<file path="src/rtl/sw_debounce_sync.sv">
// sw_debounce_sync: two-flop synchronizer plus per-bit stability counter for
// the slide-switch bank. Presents the accepted levels zero-extended to 32 bits
// and a registered one-cycle pulse whenever any accepted bit flips.
module sw_debounce_sync #(
  parameter int SW_WIDTH        = 18,
  parameter int DEBOUNCE_CYCLES = 250000
) (
  input  logic                i_clk,
  input  logic                i_reset,
  input  logic [SW_WIDTH-1:0] i_sw_raw,
  output logic [31:0]         o_io_sw,
  output logic                o_sw_changed
);

  localparam int            LP_CW = $clog2(DEBOUNCE_CYCLES + 1);
  localparam logic [LP_CW-1:0] LP_TC = LP_CW'(DEBOUNCE_CYCLES - 1);

  logic [SW_WIDTH-1:0] r_sync1;
  logic [SW_WIDTH-1:0] r_sync2;
  logic [SW_WIDTH-1:0] r_stable;
  logic [LP_CW-1:0]    r_cnt [SW_WIDTH];
  logic                r_changed;

  logic [SW_WIDTH-1:0] w_mismatch;
  logic [SW_WIDTH-1:0] w_flip;

  // Two-flop synchronizer; the only place the raw pins are sampled.
  always_ff @(posedge i_clk or negedge i_reset) begin
    if (!i_reset) begin
      r_sync1 <= '0;
      r_sync2 <= '0;
    end else begin
      r_sync1 <= i_sw_raw;
      r_sync2 <= r_sync1;
    end
  end

  // A bit is accepted on the edge its mismatch streak reaches the terminal count.
  always_comb begin
    w_mismatch = r_sync2 ^ r_stable;
    w_flip     = '0;
    for (int b = 0; b < SW_WIDTH; b++) begin
      w_flip[b] = w_mismatch[b] && (r_cnt[b] == LP_TC);
    end
  end

  // Per-bit streak counters: cleared on agreement or acceptance, else advance.
  always_ff @(posedge i_clk or negedge i_reset) begin
    if (!i_reset) begin
      for (int b = 0; b < SW_WIDTH; b++) begin
        r_cnt[b] <= '0;
      end
    end else begin
      for (int b = 0; b < SW_WIDTH; b++) begin
        if (!w_mismatch[b] || w_flip[b]) begin
          r_cnt[b] <= '0;
        end else begin
          r_cnt[b] <= r_cnt[b] + 1'b1;
        end
      end
    end
  end

  // Accepted levels and the registered change pulse.
  always_ff @(posedge i_clk or negedge i_reset) begin
    if (!i_reset) begin
      r_stable  <= '0;
      r_changed <= 1'b0;
    end else begin
      r_stable  <= r_stable ^ w_flip;
      r_changed <= |w_flip;
    end
  end

  // Zero-extend straight from the flops; written this way so SW_WIDTH = 32 works.
  always_comb begin
    o_io_sw                 = '0;
    o_io_sw[SW_WIDTH-1:0]   = r_stable;
  end

  assign o_sw_changed = r_changed;

endmodule

</file>
<file path="config.mk">
export PLATFORM = sky130hd
export DESIGN_NAME = sw_debounce_sync
export DESIGN_NICKNAME = d
export VERILOG_FILES = /design/src/rtl/sw_debounce_sync.sv
export SDC_FILE = /design/constraint.sdc
export NUM_CORES = 1
export LEC_CHECK = 0
export BUFFER_PORTS_ARGS = -buffer_cell sky130_fd_sc_hd__buf_2
export CORE_MARGIN = 10
export CORE_UTILIZATION = 55
export DETAILED_ROUTE_END_ITERATION = 8
export GPL_TIMING_DRIVEN = 0
export PLACE_DENSITY = 0.72
export SLEW_MARGIN = 20
export SYNTH_ARGS = -nofsm -noshare
export SYNTH_HDL_FRONTEND = slang
export SYNTH_SLANG_ARGS = --single-unit
</file>
<file path="constraint.sdc">
create_clock -name i_clk -period 5 [get_ports i_clk]
set_clock_uncertainty 0.2 [all_clocks]
set_input_delay 0.75 -clock i_clk [delete_from_list [all_inputs] [get_ports i_clk]]
set_output_delay 0.75 -clock i_clk [all_outputs]
set_load 0.005 [all_outputs]
</file>
==> results by group <==
Outcome
  – Status: finished clean

Logic synthesis
  – Most instantiated cells after synthesis: dfrtp_1 (379), nor2_1 (375), xor2_1 (151), xnor2_1 (143), nand2_1 (128)
  – Synth Area in Adders: under 10%
  – Post-synth EDFFs: 0
  – Compound-Gate Fraction of Synth Area: 1.01%
  – Main combinational cell family by area after synthesis: simple AND/OR/NAND/NOR gates
  – Proportion of synthesized area in mux cells: under 10%
  – Netlist cell types: 42
  – Synth top area share: approximately 55%
  – Post-synthesis sequential area ratio: a little over half
  – Synth area leaders: dfrtp_1 (55%), nor2_1 (8.1%), xor2_1 (7.6%)
  – Syn Inst Count: between 1500 and 2000
  – Synth async-reset ratio: 100%
  – Yosys warns: 0
  – Top-count cell post-synth: dfrtp_1
  – Post-synth top area cell: dfrtp_1
  – Synth Area in XOR/XNOR: 14.8%
  – Cell Area, Synth: 0.0174 mm^2
  – #FFs+latches synth: between 300 and 400
  – Syn_area_per_cell: roughly 10 um^2
  – Top_reg_cell synth: dfrtp_1
  – Synth Area in Simple Gates: around a quarter

Cells and area
  – Nets: roughly 1800
  – Multi-input gate area: ~0.0075 mm^2
  – Area Overhead vs Synth: 12.9%
  – Fill cells: about 2500
  – Share of cells above drive strength 1: roughly 10%
  – Design area: ~0.020 mm^2
  – Ant. Diodes: 0
  – Fin cells: 2236
  – Seq. cell area: between 0.009 and 0.01 mm^2
  – Final Util: ~62%

Clocking
  – # Post-CTS Setup Buffers: 0
  – CTS sink cnt: approximately 380
  – Worst skew pair latency: 530 ps
  – CTS root buf: clkbuf_16
  – TritonCTS clock tree: yes
  – Max Root-Sink Buffers: 3
  – # hold bufs at CTS: 0
  – Cts repair resizes: 0
  – Htree depth: 2
  – Clock slew at reported path FFs: around 60 ps
  – Total CTS buffers: 42

Critical path
  – Crit Path Class: reg -> reg
  – Bufs and invs on worst path: 0
  – Slowest-stage cell, CP: a2111oi_0
  – Critical path startpoint category: register
  – Worst EP arrival: roughly 2700 ps
  – CP Capture Type: register
  – Most frequent cell on the critical path: nand4_1
  – CP delay by family, top: compound AO/OA/AOI/OAI gates
  – Crit path depth: 6
  – Max FO, Critical Path: 4
  – Required @ worst endpoint: 5160 ps
  – Worst path cell trace: ha_1 > and3_1 > nand4_1 > o22ai_1 > a2111oi_0 > nand4_1
  – R2R depth: 6
  – Slowest stage delay, CP: between 800 and 900 ps

Worst hold path
  – HP Class: in -> async

STA
  – Setup TNS: 0 ps
  – Slew Viols, Final: 0
  – Final Hold Vio Count: 0
  – Final worst-path cycle share: between 50% and 60%
  – Fin crit period: about 2600 ps
  – Worst slew pin tran: approximately 940 ps
  – Max Fclk: approximately 0.39 GHz
  – RSZ-0062 raised after global routing: no
  – Hold slack: around 28 ps
  – Final setup vio count: 0
  – Worst slew margin: 35.9%

Detailed routing
  – Per-cell routed wire length: 13.7 um
  – Highest metal used: met4
  – DR vias: 11639
  – Routed wl met2: around 15000 um
  – WL met3: approximately 1000 um
  – WL final: about 30000 um
  – Drt drc: 0
  – Met1 WL: 14600 um
  – Initial DRC Count: 532
  – Pre-Repair DR Iteration Count: 6
  – Post-route ant nets: 0
  – Via/cell ratio: about 5.2

GRT
  – Global-route usage over all layers: about 16%
  – GRT Residual Overflow: 0
  – Vias in the first global route: 11753
  – First-pass GRT wire length: 54200 um
  – Largest net degree at the start of global routing: 102
  – Initial antenna violation count: 0

Die
  – Core area: between 0.03 and 0.04 mm^2
  – Full die area: about 0.04 mm^2
  – IO Count: between 50 and 60
  – Chip height: a little under 200 um
  – FP Rows: 65
  – Die width: ~200 um
  – Initial Utilization: between 50 and 60%

Power and ir drop
  – Pwr dens: about 330 mW/mm^2
  – VDD IR max: roughly 0.26 mV
  – P_leak: about 8.8 nW

Placement
  – Final GP Congestion: around 0.81
  – Dpl cells: ~2200
  – Placed wire-length estimate: slightly above 20000 um
  – DP Area: between 0.015 and 0.02 mm^2
  – PortBufs: 38

Flow run
  – Max-cap violations: 0
==> layout by cell type, fill, tap and decap left out, types with 12 or more instances in the layout <==
cell       synthesis  routed
dfrtp_1          379     379
nor2_1           375     375
xor2_1           151     151
xnor2_1          143     143
nand2_1          128     128
nand3_1          118     118
and3_1            62      62
buf_2             17      54
clkbuf_16          0      43
nand4_1           38      38
nor3_1            32      32
inv_1             31      31
and4_1            27      27
nor4_1            24      24
buf_4             21      21
mux2_2            18      18
ha_1              18      18
nor4b_1           15      15
or3_1             14      14
conb_1             1      14
a21oi_1           13      13
o21ai_0           12      12
==> state kept, by name, indices dropped and copies added, names as in the netlist, named ones only <==
| register | count |
|---|---|
| r_sync2 | 18 |
| o_sw_changed | 1 |
| r_cnt | 324 |
| r_sync1 | 18 |
==> per-layer routing <==
metal | up-vias | track usage [%]
met4 | 0 | 4.33
met2 | 131 | 27.0
met3 | 47 | 3.19
met1 | 5619 | 21.2
met5 | - | 0
li1 | 5842 | -
==> area by class of cell <==
cell class                 count  share of cell area [%]
buffer                        46                    1.66
clock buffer                  61                    6.34
clock inverter                15                   0.798
inverter                      31                   0.594
multi-input combinational   1261                    38.2
sequential                   379                    48.4
tap                          402                    2.57
timing repair buffer          41                    1.44
==> metrics by stage <==
stage	setup WS [ps]	power [W]
2_1_floorplan	3030	0.00332
3_3_place_gp	-4380	0.00342
3_5_place_dp	2300	0.00343
4_1_cts	2310	0.00653
5_1_grt	2230	0.00670
6_report	2430	0.00644
==> final timing paths <==
check / from / to / slack, ps
max: r_cnt[36]$_DFF_PN0_ / o_sw_changed$_DFF_PN0_ / 2430
min: i_reset / r_cnt[121]$_DFF_PN0_ / 30
max reg2reg: r_cnt[36]$_DFF_PN0_ / o_sw_changed$_DFF_PN0_ / 2430
min reg2reg: r_sync1[5]$_DFF_PN0_ / r_sync2[5]$_DFF_PN0_ / 150
max in group asynchronous: i_reset / r_cnt[139]$_DFF_PN0_ / 3630
min in group i_clk: i_sw_raw[8] / r_sync1[8]$_DFF_PN0_ / 120
==> kinds of logic (layout without fill, tap and decap cells) <==
family / Yosys count / in the layout
compound gates: 31 / 31
xor+xnor: 294 / 294
fa+ha+maj: 18 / 18
buf+inv: 77 / 194
flops: 379 / 379
mux: 18 / 18
other cells: 1 / 14
simple gates: 886 / 886
==> power breakdown <==
| part | internal [W] | switching [W] |
|---|---|---|
| clock network | 0.00188 | 0.00119 |
| logic | 0.0000743 | 0.000139 |
| registers | 0.00312 | 0.0000374 |
| total | 0.00507 | 0.00137 |
No activity file was read; power rests on OpenSTA's default activity.
